==> config.mk <==
export PLATFORM = sky130hd
export DESIGN_NAME = fifo_stream_reader
export DESIGN_NICKNAME = d
export VERILOG_FILES = /design/src/rtl/fifo_stream_reader.sv
export SDC_FILE = /design/constraint.sdc
export NUM_CORES = 1
export LEC_CHECK = 0
export ABC_AREA = 1
export CAP_MARGIN = 20
export CORE_MARGIN = 5
export CORE_UTILIZATION = 30
export CTS_CLUSTER_SIZE = 10
export DETAILED_ROUTE_END_ITERATION = 6
export SLEW_MARGIN = 20
export SYNTH_ARGS = -nofsm -noshare
export SYNTH_HDL_FRONTEND = slang
export SYNTH_SLANG_ARGS = --single-unit
==> constraint.sdc <==
create_clock -name i_clk -period 1.8 [get_ports i_clk]
set_input_delay 0.27 -clock i_clk [delete_from_list [all_inputs] [get_ports i_clk]]
set_output_delay 0.27 -clock i_clk [all_outputs]
set_load 0.02 [all_outputs]
==> src/rtl/fifo_stream_reader.sv <==
// ---------------------------------------------------------------------------
// fifo_stream_reader
//
// Drains a standard (non-FWFT) synchronous FIFO, whose read data arrives one
// cycle after the read enable, and presents the words as a valid/ready stream
// with burst framing. A 2-entry holding buffer absorbs the one-cycle read
// latency. Reads are issued only when there is guaranteed space, so full
// throughput is sustained without ever overflowing the buffer.
//
// Parameters
//   WORD_SIZE        data width; must match the attached FIFO
//   BURST_LEN        words per burst (1..65536)
//
// Ports
//   i_clk            rising-edge clock
//   i_reset          asynchronous, active-high reset
//   o_fifo_re        FIFO read enable (pop request)
//   i_fifo_not_empty FIFO holds at least one word
//   i_fifo_data      FIFO read data, valid the cycle after a successful read
//   o_valid          stream word available
//   i_ready          consumer accepts the word
//   o_data           stream word (head of the holding buffer)
//   o_last           current word is the final word of a burst
// ---------------------------------------------------------------------------
module fifo_stream_reader #(
  parameter int WORD_SIZE = 8,
  parameter int BURST_LEN = 16
) (
  input  logic                 i_clk,
  input  logic                 i_reset,
  output logic                 o_fifo_re,
  input  logic                 i_fifo_not_empty,
  input  logic [WORD_SIZE-1:0] i_fifo_data,
  output logic                 o_valid,
  input  logic                 i_ready,
  output logic [WORD_SIZE-1:0] o_data,
  output logic                 o_last
);

  localparam int CNT_W = (BURST_LEN > 1) ? $clog2(BURST_LEN) : 1;
  localparam logic [CNT_W-1:0] LAST_BEAT = CNT_W'(BURST_LEN - 1);

  // Holding buffer: two slots addressed by a head pointer plus occupancy.
  logic [WORD_SIZE-1:0] mem_q [2];
  logic [WORD_SIZE-1:0] mem_d [2];
  logic                 head_q, head_d;
  logic [1:0]           occ_q, occ_d;
  logic                 inflight_q, inflight_d;
  logic [CNT_W-1:0]     beat_cnt_q, beat_cnt_d;

  logic       pop_now;
  logic       rd_fire;
  logic       tail;
  logic [2:0] credit_used;

  always_comb begin
    // NOTE: every signal written here gets a default first, so no path
    // leaves a value unassigned and no latch is inferred.
    mem_d      = mem_q;
    head_d     = head_q;
    occ_d      = occ_q;
    beat_cnt_d = beat_cnt_q;

    o_valid = (occ_q != 2'd0);
    o_data  = mem_q[head_q];
    o_last  = o_valid & (beat_cnt_q == LAST_BEAT);
    pop_now = o_valid & i_ready;

    // Slots that will be spoken for after this cycle: buffered words plus the
    // word still in the FIFO's output register, minus the one leaving now.
    // A pop implies occ_q >= 1, so this never goes negative.
    credit_used = {1'b0, occ_q} + {2'b00, inflight_q} - {2'b00, pop_now};
    o_fifo_re   = ~i_reset & i_fifo_not_empty & (credit_used < 3'd2);
    rd_fire     = o_fifo_re & i_fifo_not_empty;

    // The read issued last cycle is on i_fifo_data now.
    inflight_d = rd_fire;

    // Tail slot is head + occ (mod 2). A capture never coincides with occ = 2
    // because the credit rule keeps occ + inflight <= 2.
    tail = head_q ^ occ_q[0];
    if (inflight_q) begin
      mem_d[tail] = i_fifo_data;
    end

    if (pop_now) begin
      head_d     = ~head_q;
      beat_cnt_d = (beat_cnt_q == LAST_BEAT) ? '0 : beat_cnt_q + CNT_W'(1);
    end

    case ({inflight_q, pop_now})
      2'b10:   occ_d = occ_q + 2'd1;
      2'b01:   occ_d = occ_q - 2'd1;
      default: occ_d = occ_q;
    endcase
  end

  // NOTE: state is updated with non-blocking assignments so every flop sees
  // the pre-edge values of the others, matching real register behaviour.
  always_ff @(posedge i_clk or posedge i_reset) begin
    if (i_reset) begin
      // NOTE: the two buffer slots are reset (not left as plain storage)
      // because o_data is read straight from them and must be 0 in reset.
      mem_q[0]   <= '0;
      mem_q[1]   <= '0;
      head_q     <= 1'b0;
      occ_q      <= 2'd0;
      inflight_q <= 1'b0;
      beat_cnt_q <= '0;
    end else begin
      mem_q      <= mem_d;
      head_q     <= head_d;
      occ_q      <= occ_d;
      inflight_q <= inflight_d;
      beat_cnt_q <= beat_cnt_d;
    end
  end

endmodule

[Word level (Yosys, flattened, before mapping)]
Cells that the tools add are included.
Word-level totals
  bits in registers: 24
  input bits: 12
  logic and storage cells: 39
Cells by class
  add/sub/neg operators: 5
  $lt $le $gt $ge: 4
  equal/unequal tests: 3
  mux-type cells: 8
  bitwise gates (word level): 10
  reductions and logical operators: 3
Operators by type and width (count)
  8-bit 2-to-1 mux: 4
  16-bit bitwise mux: 1
  8-bit demux with 1-bit select: 1
  1-bit AND: 5
  4-bit by 1-bit adder with 4-bit output, second input constant: 1
  4-bit == test, second input constant: 1
  2-bit greater-or-equal comparator, second input constant: 2
  4-bit 2-to-1 mux: 1
  1-bit inverter with 2-bit output: 2
  2-bit one-hot mux with 2 select lines: 1
  2-bit nonzero test: 2
  2-bit by 1-bit adder with 3-bit output: 1
  3-bit by 2-bit less-than comparator with 1-bit output, second input constant: 1
  3-bit by 1-bit subtractor with 3-bit output: 1
  2-bit by 1-bit adder with 2-bit output, second input constant: 1
  2-bit by 1-bit == test with 1-bit output, second input constant: 1
  2-bit == test, second input constant: 1
  2-bit by 1-bit less-than comparator with 1-bit output, second input constant: 1
  1-bit inverter: 2
  2-bit by 1-bit subtractor with 2-bit output, second input constant: 1
  1-bit logical AND: 1
  1-bit bitwise XOR: 1

[Logic depth before layout (Yosys ltp)]
Gate-level depths: netlist of the first run.
  depth after elaboration: 7
  gate-level depth with buffers: 8
  mapped depth without buffers: 8

[Worst setup path after synthesis of the first run]
OpenSTA, ideal clock, no wires.
  kind: register to output
  start point: register occ_q[1]
  end point: output o_fifo_re
  data arrival time: 1865 ps
  slack: -335 ps
  cell stages (with the launch flop): 9
  path buffers: 0
  cell sequence: dfrtp_1 inv_1 nand2_2 nand2_1 nand2_1 nand3_1 fa_1 nand3_1 nor2_1
On the way
  word-level cells in the longest chain between the ends: 5
  elaborated cells on any way between the ends: 6
Ends and longest elaborated chain
  start, declared: line 47  | logic [1:0] occ_q, occ_d;
  start signal, assigned: line 107  | occ_q <= 2'd0;
  start signal, assigned: line 113  | occ_q <= occ_d;
  2-bit nonzero test: line 64  | o_valid = (occ_q != 2'd0);
  via o_valid: line 34  | output logic o_valid,
  1-bit AND: line 67  | pop_now = o_valid & i_ready;
  3-bit by 1-bit subtractor with 3-bit output: line 72  | credit_used = {1'b0, occ_q} + {2'b00, inflight_q} - {2'b00, pop_now};
  3-bit by 2-bit less-than comparator with 1-bit output: line 73  | o_fifo_re = ~i_reset & i_fifo_not_empty & (credit_used < 3'd2);
  1-bit AND: line 73
  end, declared: line 31  | output logic o_fifo_re,
The timed path passes the listed nets, and every way through them passes these cells.

[Worst setup path in the final report of the first run]
  start point: register occ_q[1]
  end point: output o_fifo_re
On the way
  word-level cells in the longest chain between the ends: 5
  elaborated cells on any way between the ends: 6
Ends and longest elaborated chain (line)
  branches (longest 2 deep; another with 2-bit by 1-bit adder with 3-bit output)
  3-bit by 1-bit subtractor with 3-bit output *: 72
  3-bit by 2-bit less-than comparator with 1-bit output *: 73
  1-bit AND *: 73
Every way passes the cells marked *.

==> flow_summary_export.csv, run 1 <==
group,metric,value,unit
run_status,status,"finished with violations",
run_status,violations,"negative setup slack",
yosys,synth_area_per_cell,7.786,um^2
detailed_routing,drc_errors,0,
cts,post-cts-setup-buffers,0,
sta,clock_skew,1.159,ps
cts,clk_pin_slew,80,ps
sta,maxClockFrequency,480.7,MHz
sta,period_share,115.6,%
yosys,yosysWarnings,0,
min_path,hp-class,"in -> async",
global_routing,use_met1,14.38,%
placement,dp.cells,239,
critical_path,cp.arrival,1810,ps
critical_path,reg2reg_slack,280,ps
sta,tns,-280.4,ps
sta,whs,459.1,ps
pwr,p_leak,0.8491,nW
critical_path,critPathCaptureType,"primary output",
cts,cts_made_buffers,3,
cts,cts_tree,"done",
placement,place_hpwl,1978,um
run,maxCapViolations,0,
global_routing,grt_usage,11.23,%
die,core-area,0.003971,mm^2
die,dieHeight,73.84,um
cells_and_area,final_net_count,208,
die,fp.dieW,73.84,um
sta,drv_slew,0,
detailed_routing,first_iter_violations,55,
yosys,synthXorXnorAreaFrac,1.433,%
detailed_routing,antenna_left,0,
global_routing,overflow,0,
die,die-area,0.005452,mm^2
sta,rsz0062_at_grt,"yes",
yosys,synth_compound_area_share,5.834,%
pwr,ir_worst_vdd,0.7685,mV
sta,slew_headroom,79.49,%
sta,setup_viol,1,
yosys,synth_top_family_by_area,"simple AND/OR/NAND/NOR gates",
sta,worst_slack,-280.4,ps
yosys,syn_inst,157,
cells_and_area,antennaDiodeCount,0,
sta,final.min_clock_period,2080,ps
cts,clkLatencyLatePin,270,ps
critical_path,worstPathMaxFanout,4,
cts,ctsHoldBuffers,0,
detailed_routing,vias_per_cell,4.284,
global_routing,gr-usage-met2,18.41,%
global_routing,grt.busiest_layer,"met2",
global_routing,met3_usage,1.778,%
cells_and_area,area_growth,38.89,%
cells_and_area,drive_above_1_share,20.21,%
die,start_util,30.78,%
sta,finalHoldViolCount,0,
sta,tightest_slew,307.6,ps
yosys,syn-num-nets,171,
yosys,synthDistinctLibCells,20,
pwr,p_per_area,1828,mW/mm^2
critical_path,timing.critical_path.required,1530,ps
global_routing,grt_pass1_vias,1082,
detailed_routing,dr.pass1.iters,4,
critical_path,critPathKind,"reg -> out",
yosys,muxShareOfSynthArea,0,%
detailed_routing,wirelength,2674,um
global_routing,grt_pass1_wl,4712,um
global_routing,antenna_found_initial,0,
placement,pre_cts_slack,-850.4,ps
yosys,synth_fa_ha_area_share,2.661,%
yosys,ys_seq_area_share,49.13,%
cells_and_area,stdcell_count,243,
placement,port-buffer-count,22,
cts,cts_num_sinks,24,
cts,htreeDepth,1,
placement,place.gp.congestion,0.8081,
yosys,ys_seq_elements,24,
yosys,synthSimpleGateAreaFrac,34.90,%
critical_path,cp-start-kind,"flip-flop",
cts,cts.path.max_buffers,2,
die,io_pins,23,
die,num_rows,23,
yosys,syn-cell-area,0.001222,mm^2
detailed_routing,vias,1041,
cts,cts_root_buffer,"clkbuf_8",
global_routing,grt_max_degree,25,
detailed_routing,routedWlPerCell,11.00,um
[final cells by class]
class	instances	area, um^2
flip-flops and latches	24	601.8
repair buffers	36	317.8
clock buffers	4	55.05
inverters	12	47.55
multi-input cells	117	613.1
well taps	50	62.56
fillers	402	2273
[critical path, cell delays in order, from the launching register on]
cell and delay [ps]:
dfrtp_2 370, inv_2 50, nand2_4 90, nand2_4 60, nand2_4 60, nand3_2 80, fa_2 550, nand3_4 80
nor2_4 90, buf_6 110
[state kept, by name, indices dropped and copies added (netlist names)]
| signal | count |
|---|---|
| mem_q | 16 |
| beat_cnt_q | 4 |
| inflight_q | 1 |
| occ_q | 2 |
| head_q | 1 |
[cell usage after synthesis]
cell type,instances,area (um^2)
nand2_1,70,262.8
dfrtp_1,24,600.6
nand3_1,19,95.09
inv_1,9,33.78
o21ai_0,9,45.04
nor2_1,6,22.52
inv_2,3,11.26
buf_2,2,10.01
nand2_2,2,12.51
nor2_4,2,22.52
xor2_1,2,17.52
a21oi_1,1,5.000
buf_4,1,7.510
buf_6,1,11.26
fa_1,1,20.02
ha_1,1,12.51
nand2_4,1,11.26
o211ai_1,1,7.510
o21ai_1,1,5.000
o21ai_2,1,8.760
[worst paths after layout]
path	start	end	cells past startpoint
max	occ_q[1]	o_fifo_re	9
min	i_reset	mem_q[7]	3
max reg2reg	occ_q[1]	inflight_q	8
min reg2reg	mem_q[12]	mem_q[12]	2
max in group asynchronous	i_reset	occ_q[1]	3
min in group i_clk	mem_q[12]	mem_q[12]	2
[kinds of logic after synthesis]
family / after synthesis
buffers and inverters: 16
adder cells (fa/ha/maj): 2
flip-flops: 24
AND/OR/NAND/NOR: 100
AO/OA/AOI/OAI: 13
XOR/XNOR: 2
[through the flow]
stage	area (um^2)	utilization [%]	power [mW]
floorplan	1254	-	2.134
global placement	1613	40.61	2.772
detailed placement	1613	40.61	2.796
CTS	1682	42.34	3.118
global route	1698	42.75	3.419
finish	1698	42.75	3.103
[placed cells by master, fill, tap and decap left out, types with 3 or more instances in the layout]
cell type        count
inv_2                3
o21ai_0              9
clkbuf_8             4
nor2_4               3
dfrtp_1             23
nor2_1               5
clkdlybuf4s50_1     10
nand2_1             68
buf_4               14
nand2_4              4
nand3_2              3
nand3_1             15
dlygate4sd2_1        9
inv_1                8
[per-layer routing]
layer | vias up | part of all wire (%)
met5 | - | 0
met4 | 0 | 1.9
met3 | 5 | 3.6
met2 | 14 | 47
met1 | 457 | 48
li1 | 565 | -
[report_power, final]
| group | internal [mW] | switching, mW |
|---|---|---|
| Clock | 0.195 | 0.172 |
| Sequential | 0.817 | 0.158 |
| Combinational | 0.711 | 1.05 |
[timing repair]
| item | in CTS | in global routing |
|---|---|---|
| endpoints found under the hold margin | 0 | 0 |
| gates resized for setup | 22 | 4 |
| endpoints found under the setup margin | 10 | 3 |
| pin swaps | 3 | 0 |
No activity file was read; power rests on OpenSTA's default activity.
==> run 2: changes to the inputs <==
--- a/config.mk
+++ b/config.mk
@@ -9,6 +9,7 @@
 export CAP_MARGIN = 20
 export CORE_MARGIN = 5
 export CORE_UTILIZATION = 30
+export CTS_BUF_LIST = sky130_fd_sc_hd__clkbuf_16
 export CTS_CLUSTER_SIZE = 10
 export DETAILED_ROUTE_END_ITERATION = 6
 export SLEW_MARGIN = 20
==> run 2 against run 1 <==
  * Critical path type unchanged
  * The run still ends with negative setup slack left
  * Sequential cell count stayed put
  * Non-clock buffer count unchanged
  * Clock power rose by 32%
  * Sequential power about the same
  * Largest power group unchanged
  * First-iteration DRC count shrank 47%
  * Maximum frequency rose by 0.93%
  * Register-to-register slack is essentially flat
  * Total power increased by 3.9%
  * Global-route usage shrank 0.17 points
  * Clock-buffer cell count fell by 1
==> flow_summary_export.csv, run 2 (same netlist as run 1, synthesis figures left out) <==
group,metric,value,unit
run_status,status,"finished with violations",
run_status,violations,"negative setup slack",
global_routing,grt_usage,11.06,%
cts,cts.path.max_buffers,2,
cts,cts_tree,"done",
sta,drv_slew,0,
global_routing,overflow,0,
placement,place.gp.congestion,0.8081,
die,dieHeight,73.84,um
critical_path,critPathTopFamily,"adder cells",
cts,clk_pin_slew,60,ps
sta,period_share,114.5,%
detailed_routing,vias_per_cell,4.309,
sta,slew_headroom,79.47,%
critical_path,cp.arrival,1790,ps
cells_and_area,final_common_cell,"nand2_1",
sta,rsz0062_at_grt,"yes",
global_routing,grt_pass1_vias,1090,
detailed_routing,drc_errors,0,
global_routing,grt_max_degree,25,
critical_path,critPathKind,"reg -> out",
cts,post-cts-setup-buffers,0,
sta,tightest_slew,307.9,ps
critical_path,crit_chain,"inv_2 > nand2_4 > nand2_4 > nand2_4 > nand3_2 > fa_2 > nand3_4 > nor2_4 > buf_6",
die,start_util,30.78,%
sta,maxClockFrequency,485.1,MHz
detailed_routing,dr.pass1.iters,4,
sta,finalHoldViolCount,0,
cells_and_area,fin_util,43.26,%
cells_and_area,drive_above_1_share,19.69,%
detailed_routing,routedWlPerCell,10.94,um
critical_path,critical_path.max_stage_delay,550,ps
cells_and_area,final_net_count,208,
placement,port-buffer-count,22,
detailed_routing,first_iter_violations,29,
cts,ctsHoldBuffers,0,
sta,clock_skew,2.837,ps
sta,worst_slack,-261.3,ps
cells_and_area,largestRegisters,"mem_q (16), beat_cnt_q (4), occ_q (2)",
pwr,p_leak,0.8582,nW
die,fp.dieW,73.84,um
run,maxCapViolations,0,
cells_and_area,antennaDiodeCount,0,
sta,setup_viol,1,
cts,cts_num_sinks,24,
pwr,ir_worst_vdd,0.7993,mV
critical_path,crit_top_cell,"nand2_4",
cells_and_area,layout_common_cells,"68 x nand2_1, 23 x dfrtp_1, 15 x nand3_1",
critical_path,crit_path_top_delay_cell,"fa_2",
cells_and_area,top_register,"mem_q",
die,core-area,0.003971,mm^2
min_path,hp-class,"in -> async",
detailed_routing,vias,1047,
cts,cts_made_buffers,3,
cells_and_area,area_growth,40.53,%
cts,clkLatencyLatePin,260,ps
placement,dpl-instance-area,0.001613,mm^2
placement,pre_cts_slack,-850.4,ps
critical_path,worstPathMaxFanout,4,
global_routing,grt_pass1_wl,4747,um
die,io_pins,23,
detailed_routing,wirelength,2658,um
cts,htreeDepth,1,
critical_path,worst-path-buf-inv,2,
critical_path,critPathCaptureType,"primary output",
global_routing,antenna_found_initial,0,
cts,cts_root_buffer,"clkbuf_16",
sta,tns,-261.3,ps
die,num_rows,23,
critical_path,cp-start-kind,"flip-flop",
sta,final.min_clock_period,2061,ps
cells_and_area,largest_reg_flops,16,
detailed_routing,antenna_left,0,
pwr,p_per_area,1877,mW/mm^2
critical_path,timing.critical_path.required,1530,ps
cells_and_area,fin_area,0.001718,mm^2
placement,place_hpwl,1978,um
die,die-area,0.005452,mm^2
run 2: changes by cell type in the layout (fill, tap and decap cells not counted), sizes merged:
cell,before,now
dlygate4sd2,9,10
dlymetal6s2s,1,0
clkdlybuf4s50,10,11
clkdlybuf4s15,1,0
clkinv,0,1
clkbuf,4,3
run 2: power breakdown:
part / leakage, nW / switching (mW) / internal (mW)
clock network: 0.0385 / 0.189 / 0.297
registers: 0.287 / 0.160 / 0.819
logic: 0.532 / 1.05 / 0.713
total: 0.858 / 1.40 / 1.83
run 2: final cells by class:
| cell class | instances | area (um^2) |
|---|---|---|
| clock buffers | 3 | 75.07 |
| clock inverters | 1 | 3.754 |
| fillers | 409 | 2253 |
| inverters | 12 | 47.55 |
| multi-input cells | 117 | 613.1 |
| flip-flops and latches | 24 | 601.8 |
| well taps | 50 | 62.56 |
| repair buffers | 36 | 314.1 |
run 2: metrics by stage:
step / power, mW / hold WS [ps] / instances
6_report: 3.225 / 469.5 / 243
5_1_grt: 3.544 / 502.8 / 243
4_1_cts: 3.242 / 467.2 / 243
3_5_place_dp: 2.796 / 459.3 / 239
3_3_place_gp: 2.772 / 455.7 / 239
2_1_floorplan: 2.134 / 300.0 / 157
run 2: repair_timing:
action                     in CTS  in global routing
pin swaps                       3                  0
setup endpoints to repair      10                  1
gates resized for setup        22                  2
run 2: worst register-to-register path: cells and delay by family (launching register included):
kind	cells	cell delay, ps
fa+ha+maj	1	550
simple gates	6	490
flops	1	370
buf+inv	1	50
run 2: final timing paths:
kind / from / to / slack (ps) / depth (start not counted)
max: occ_q[1] / o_fifo_re / -260 / 9
min: i_reset / beat_cnt_q[3] / 470 / 3
max reg2reg: occ_q[1] / inflight_q / 280 / 8
min reg2reg: mem_q[13] / mem_q[13] / 470 / 2
max in group asynchronous: i_reset / occ_q[1] / 1070 / 3
min in group i_clk: mem_q[13] / mem_q[13] / 470 / 2
run 2: metal layers:
metal  global-route usage, %  share of wire [%]
met5                       0                  0
met3                   1.778                3.3
met2                   18.50                 47
met1                   14.55                 48
met4                   3.421                1.3
==> run 3: changes to the inputs <==
--- a/config.mk
+++ b/config.mk
@@ -12,7 +12,7 @@
 export CTS_BUF_LIST = sky130_fd_sc_hd__clkbuf_16
 export CTS_CLUSTER_SIZE = 10
 export DETAILED_ROUTE_END_ITERATION = 6
-export SLEW_MARGIN = 20
+export SLEW_MARGIN = 10
 export SYNTH_ARGS = -nofsm -noshare
 export SYNTH_HDL_FRONTEND = slang
 export SYNTH_SLANG_ARGS = --single-unit
==> results of run 3 <==
The final DEF is identical to that of run 2; final timing and power are the same.
